**src/rtl/spinner_emu.sv**
```systemverilog
`default_nettype none
// ============================================================================
//  Module      : spinner_emu
//  Description : Multi-channel rotary-dial emulator. Each channel turns
//                inc/dec level requests into either a 2-bit level code or an
//                accelerating quadrature (Gray) sequence paced by a shared
//                prescaler tick.
//  Revision    : 1.0 - initial release
// ============================================================================
module spinner_emu #(
    parameter int CHANNELS    = 2,
    parameter int STEP_DIV    = 12000,
    parameter int SLOW_SHIFT  = 3,
    parameter int ACCEL_STEPS = 8
) (
    input  logic                    clk_sys,
    input  logic                    reset_n,
    input  logic [CHANNELS-1:0]     inc,
    input  logic [CHANNELS-1:0]     dec,
    input  logic [CHANNELS-1:0]     invert,
    input  logic [CHANNELS-1:0]     mode,
    output logic [2*CHANNELS-1:0]   dial,
    output logic [CHANNELS-1:0]     step
);

    localparam int PW    = (STEP_DIV > 1) ? $clog2(STEP_DIV) : 1;
    localparam int RUN_W = $clog2(ACCEL_STEPS + 1);

    localparam logic [1:0]       c_DIR_IDLE = 2'd0;
    localparam logic [1:0]       c_DIR_UP   = 2'd1;
    localparam logic [1:0]       c_DIR_DN   = 2'd2;
    localparam logic [2:0]       c_SLOW     = 3'(SLOW_SHIFT);
    localparam logic [RUN_W-1:0] c_ACCEL    = RUN_W'(ACCEL_STEPS);
    localparam logic [1:0]       c_P_RESET  = 2'd2;

    // Gray code of the phase index: p0=00, p1=01, p2=11, p3=10
    function automatic logic [1:0] f_gray(input logic [1:0] p);
        return {p[1], p[1] ^ p[0]};
    endfunction

    logic [PW-1:0] r_presc;
    logic          w_tick;

    assign w_tick = (r_presc == PW'(STEP_DIV - 1));

    // Shared free-running prescaler producing the base tick
    always_ff @(posedge clk_sys or negedge reset_n) begin
        if (!reset_n) begin
            r_presc <= '0;
        end else if (w_tick) begin
            r_presc <= '0;
        end else begin
            r_presc <= r_presc + 1'b1;
        end
    end

    for (genvar n = 0; n < CHANNELS; n++) begin : g_ch
        logic             w_up, w_dn, w_active;
        logic [1:0]       w_dir;
        logic [7:0]       w_limit;
        logic [1:0]       r_p,     w_p_nxt;
        logic [1:0]       r_dial,  w_dial_nxt;
        logic             r_step,  w_step_nxt;
        logic [2:0]       r_shift, w_shift_nxt;
        logic [7:0]       r_icnt,  w_icnt_nxt;
        logic [RUN_W-1:0] r_run,   w_run_nxt;
        logic [1:0]       r_last,  w_last_nxt;
        logic             r_mode_q;

        assign w_up     = invert[n] ? dec[n] : inc[n];
        assign w_dn     = invert[n] ? inc[n] : dec[n];
        assign w_active = w_up ^ w_dn;
        assign w_dir    = !w_active ? c_DIR_IDLE : (w_up ? c_DIR_UP : c_DIR_DN);
        assign w_limit  = (8'd1 << r_shift) - 8'd1;

        // Next-state: mode switch reset, level code, or quadrature stepping
        always_comb begin
            w_p_nxt     = r_p;
            w_dial_nxt  = r_dial;
            w_step_nxt  = 1'b0;
            w_shift_nxt = r_shift;
            w_icnt_nxt  = r_icnt;
            w_run_nxt   = r_run;
            w_last_nxt  = r_last;
            if (mode[n] != r_mode_q) begin
                // Mode flipped: channel returns to its reset state
                w_p_nxt     = c_P_RESET;
                w_dial_nxt  = 2'b11;
                w_shift_nxt = c_SLOW;
                w_icnt_nxt  = '0;
                w_run_nxt   = '0;
                w_last_nxt  = c_DIR_IDLE;
            end else if (!mode[n]) begin
                w_dial_nxt  = (w_up && !w_dn) ? 2'b10 :
                              (w_dn && !w_up) ? 2'b01 : 2'b11;
                w_shift_nxt = c_SLOW;
                w_icnt_nxt  = '0;
                w_run_nxt   = '0;
                w_last_nxt  = c_DIR_IDLE;
            end else if (!w_active || (r_last != c_DIR_IDLE && r_last != w_dir)) begin
                // Idle or reversal: restart the slow cadence, phase kept
                w_shift_nxt = c_SLOW;
                w_icnt_nxt  = '0;
                w_run_nxt   = '0;
                w_last_nxt  = w_dir;
            end else begin
                w_last_nxt = w_dir;
                if (w_tick) begin
                    if (r_icnt == w_limit) begin
                        w_p_nxt    = w_up ? (r_p + 2'd1) : (r_p - 2'd1);
                        w_dial_nxt = f_gray(w_p_nxt);
                        w_step_nxt = 1'b1;
                        w_icnt_nxt = '0;
                        if (r_run + 1'b1 == c_ACCEL) begin
                            w_run_nxt   = '0;
                            w_shift_nxt = (r_shift == 3'd0) ? 3'd0 : (r_shift - 3'd1);
                        end else begin
                            w_run_nxt = r_run + 1'b1;
                        end
                    end else begin
                        w_icnt_nxt = r_icnt + 8'd1;
                    end
                end
            end
        end

        // Per-channel state registers
        always_ff @(posedge clk_sys or negedge reset_n) begin
            if (!reset_n) begin
                r_p      <= c_P_RESET;
                r_dial   <= 2'b11;
                r_step   <= 1'b0;
                r_shift  <= c_SLOW;
                r_icnt   <= '0;
                r_run    <= '0;
                r_last   <= c_DIR_IDLE;
                r_mode_q <= 1'b0;
            end else begin
                r_p      <= w_p_nxt;
                r_dial   <= w_dial_nxt;
                r_step   <= w_step_nxt;
                r_shift  <= w_shift_nxt;
                r_icnt   <= w_icnt_nxt;
                r_run    <= w_run_nxt;
                r_last   <= w_last_nxt;
                r_mode_q <= mode[n];
            end
        end

        assign dial[2*n +: 2] = r_dial;
        assign step[n]        = r_step;
    end

endmodule
`default_nettype wire

```
**config.mk**
```make
export PLATFORM = sky130hd
export DESIGN_NAME = spinner_emu
export DESIGN_NICKNAME = d
export VERILOG_FILES = /design/src/rtl/spinner_emu.sv
export SDC_FILE = /design/constraint.sdc
export NUM_CORES = 1
export LEC_CHECK = 0
export CAP_MARGIN = 20
export CORE_MARGIN = 1
export CORE_UTILIZATION = 40
export CTS_CLUSTER_DIAMETER = 30
export DETAILED_ROUTE_END_ITERATION = 16
export PLACE_DENSITY = 0.54
export SLEW_MARGIN = 20
export SYNTH_ARGS = -nofsm -noshare
export SYNTH_HDL_FRONTEND = slang
export SYNTH_SLANG_ARGS = --single-unit
```
**constraint.sdc**
```tcl
create_clock -name clk_sys -period 3.04 [get_ports clk_sys]
set_input_delay 0.608 -clock clk_sys [delete_from_list [all_inputs] [get_ports clk_sys]]
set_output_delay 0.608 -clock clk_sys [all_outputs]
set_load 0.02 [all_outputs]
```
==> results by group <==
Setup path
  • Critical Path Max Stage Delay: 0.45 ns
  • Reg2reg end: g_ch[1].r_dial[0]$_DFFE_PN1P_
  • Flop-to-flop setup slack: 0.23 ns
  • Setup crit start kind: flop
  • Crit path DAT: 3.07 ns
  • CP cell instances: or3_1, ha_1, xnor2_1, xnor2_1, a2111oi_4, o2111ai_1, a22o_1, mux2_1
  • Critical Path RT: 3.30 ns
  • Reg2reg path depth: 8
  • Critical-path maximum fanout: 14
  • R2r startpoint: g_ch[1].r_shift[0]$_DFFE_PN1P_
  • Kind of critical path: reg2reg
  • CP Capture Type: flop
  • Crit-path slowest cell: dfstp_2
  • Most used cell, CP: xnor2_1

Detailed routing
  • Routed Antenna Nets: 0
  • Final wirelength: roughly 8200 um
  • WL/cell: 13.99 um
  • Remaining DRCs: 0
  • Vias/cell: 5.371
  • Initial DRC Count: 61
  • Via Count: 3,142
  • First-pass DRT Iterations: 4

GRT
  • Largest net degree at the start of global routing: 33
  • Vias in the first global route: a little over 3,000
  • All-Layer GR Usage: 0.1816
  • First-pass GRT wire length: between 10,000 and 15,000 um
  • Initial antenna violation count: 0
  • Total gr overflow: 0

Floorplan
  • Row cnt: 35
  • Die span in x: 99.63 um
  • I/O pins: 16
  • Starting density of the core: 0.4126
  • Die area: 9925 um2
  • Die Height: 99.63 um
  • Core Area: approximately 9200 um2

Yosys
  • Syn Inst Count: ~430
  • EDFF count, synth: 0
  • Post-synthesis compound-gate area fraction: 0.1730
  • Area leader, netlist: dfrtp_1
  • Netlist Area Pre-Place: around 3800 um2
  • Yosys top cell area share: 0.3282
  • Seq/Total Area, Yosys: 0.3971
  • Area contributors post-synth: dfrtp_1, dfstp_2, nand2_1, nor2_1, xor2_1
  • Asr flop ratio synth: 1.000
  • Mapped Nets: 448
  • Area share of and/or/nand/nor cells after synthesis: 0.2521
  • Avg Inst Size Synth: 8.928 um2
  • Synth Area in Adders: 0.03610
  • Main combinational cell family by area after synthesis: simple AND/OR/NAND/NOR gates
  • Syn. warnings: 0
  • Post-synthesis mux area share: 0.03544
  • Yosys reg bits: 60
  • Top_reg_cell synth: dfrtp_1
  • Yosys cell types: 66
  • Post-Synth XOR/XNOR Area: 0.06892

Finish
  • Nets: ~470
  • Antenna cells: 0
  • Core Util, Final: 0.4730
  • Layout cells sized above 1: 0.1360
  • Area Overhead vs Synth: 14.64%
  • Fill count: 891

Clocking
  • Num CTS Buffers: 9
  • # clock sinks: 60
  • Post-CTS sizing: 0
  • Clk buf depth: 2
  • Post-CTS Hold Buffers: 0
  • CTS H-tree lvls: 3
  • Setup bufs post-CTS: 0
  • Clock transition at path regs: 0.08 ns
  • Worst skew pair latency: 0.34 ns
  • CTS tree: built
  • Clk root buf: clkbuf_8

Power and ir drop
  • Clock power frac: 0.423
  • P_int: 1.298 mW
  • Sw Share: 0.2600
  • Leak: 1.829 nW
  • VDD IR max: 179.1 uV
  • Psw: about 0.46 mW
  • Part of the power in registers: 0.473
  • PwrDens: 401.3 nW/um2
  • Comb pwr share: 0.105

STA
  • Hold Fails Final Rpt: 0
  • Worst slew margin: 0.5379
  • Min Tclk post-route: 2.814 ns
  • Worst-Margin Slew: 0.6931 ns
  • Crit share post-route: 0.9255
  • Unrepaired setup endpoints after global routing: false
  • Final number of setup-violating endpoints: 0
  • Final worst clock skew: 0.009999 ns
  • Setup TNS: 0 ns
  • F_max: 355.4 MHz
  • Fin. max-slew vios: 0

Placement
  • DP HPWL: 5886 um
  • RD Place Congestion: 0.7718
  • Port bufs: 15

Hold path
  • Worst hold path type: in2async

Outcome
  • Status: finished, final reports clean

Job
  • # Max-Cap Violations: 0
==> cells by family after synthesis <==
| kind of cell | after synthesis |
|---|---|
| and+or+nand+nor | 191 |
| adders and majority gates | 11 |
| DFF | 60 |
| muxes | 12 |
| xor gates and xnor gates | 30 |
| buffers and inverters | 33 |
| AOI/OAI and AO/OA | 90 |
==> synthesized netlist by cell type, types with 2 or more instances <==
cell type	count
dfrtp_1	50
nand2_1	48
nor2_1	45
nand3_1	22
o21ai_0	17
xor2_1	16
inv_1	14
nor3_1	14
xnor2_1	14
a21oi_1	12
ha_1	11
dfstp_2	10
nand4_1	10
nor2b_1	10
clkbuf_1	9
a22o_1	7
o211ai_1	7
buf_2	6
mux2_2	6
or3_1	6
a32oi_1	5
and2_1	5
o22ai_1	5
and3_1	4
nand2b_1	4
o21a_1	4
a31oi_1	3
a32o_1	3
buf_4	3
mux2i_1	3
nand3b_1	3
o2bb2ai_1	3
o31ai_1	3
or2_2	3
a21boi_0	2
a221o_1	2
and4_1	2
mux2_1	2
nor3b_1	2
nor4_1	2
nor4b_1	2
o221ai_1	2
o22a_1	2
or3b_2	2
==> worst max-delay path by stage <==
stage / from / depth (start not counted) / to / slack, ns
finish: g_ch[1].r_shift[0]$_DFFE_PN1P_ / 8 / g_ch[1].r_dial[0]$_DFFE_PN1P_ / 0.23
global route: g_ch[1].r_shift[1]$_DFFE_PN1P_ / 9 / g_ch[1].r_dial[0]$_DFFE_PN1P_ / 0.07
CTS: g_ch[1].r_shift[2]$_DFFE_PN0P_ / 8 / g_ch[1].r_dial[0]$_DFFE_PN1P_ / 0.20
detailed placement: inc[1] / 7 / g_ch[1].r_shift[0]$_DFFE_PN1P_ / 0.1
global placement: inc[1] / 7 / g_ch[1].r_shift[0]$_DFFE_PN1P_ / 0.16
floorplan: g_ch[1].r_shift[2]$_DFFE_PN0P_ / 9 / g_ch[1].r_shift[0]$_DFFE_PN1P_ / 0.34
==> area by class of cell <==
type | count | area, um2 | share of cell area
clock inverter | 6 | 63.81 | 0.01460
timing repair buffer | 32 | 285.3 | 0.06527
tap | 129 | 161.4 | 0.03693
inverter | 14 | 52.55 | 0.01202
sequential | 60 | 1514 | 0.3464
multi-input combinational | 334 | 2156 | 0.4933
clock buffer | 10 | 137.6 | 0.03149
==> critical path, delay by kind of cell, from the launching register on <==
| kind | cells | cell delay [ns] |
|---|---|---|
| flops | 1 | 0.45 |
| fa+ha+maj | 1 | 0.29 |
| compound gates | 3 | 0.95 |
| xor+xnor | 2 | 0.35 |
| simple gates | 1 | 0.37 |
| mux | 1 | 0.31 |
==> metrics by stage <==
stage                     setup slack [ns]  instances  hold slack (ns)  cell area [um2]  total power [mW]
after global placement              0.1609        569           0.4575             4169             1.027
after global routing               0.06898        585           0.3581             4370             1.840
after floorplan                     0.3439        427           0.3124             3812            0.9511
final                               0.2264        585           0.3030             4370             1.754
after detailed placement           0.09854        569           0.4594             4169             1.030
after CTS                           0.1983        585           0.3277             4370             1.783
==> metal layers <==
metal,global-route usage,up-vias,wire (um)
li1,-,1598,-
met1,0.2492,1504,4101
met2,0.2911,28,3816
met3,0.03022,12,162
met4,0.06222,0,103
met5,0,-,0
==> sequential cells by signal, indices dropped and copies added, names as in the netlist <==
| name | cells |
|---|---|
| g_ch.r_p | 4 |
| g_ch.r_shift | 6 |
| g_ch.r_mode_q | 2 |
| g_ch.r_icnt | 16 |
| g_ch.r_last | 4 |
| g_ch.r_run | 8 |
| g_ch.r_dial | 4 |
| g_ch.r_step | 2 |
| r_presc | 14 |
==> cell usage in the layout (no fill, tap or decap), types with 6 or more instances in the layout <==
master / instances
dfrtp_1: 50
nand2_1: 48
nor2_1: 45
nand3_1: 22
o21ai_0: 17
xor2_1: 16
buf_4: 16
inv_1: 14
xnor2_1: 14
nor3_1: 14
clkdlybuf4s50_1: 14
a21oi_1: 12
ha_1: 11
nand4_1: 10
nor2b_1: 10
clkbuf_8: 10
dfstp_2: 10
o211ai_1: 7
a22o_1: 7
or3_1: 6
mux2_2: 6
==> power groups by stage <==
stage / combinational [mW] / clock, mW / sequential, mW
finish: 0.184 / 0.741 / 0.829
detailed placement: 0.186 / 0 / 0.844
CTS: 0.187 / 0.768 / 0.829
global route: 0.205 / 0.803 / 0.831
floorplan: 0.102 / 0 / 0.849
global placement: 0.184 / 0 / 0.843
Power figures use the tool's default switching activity.
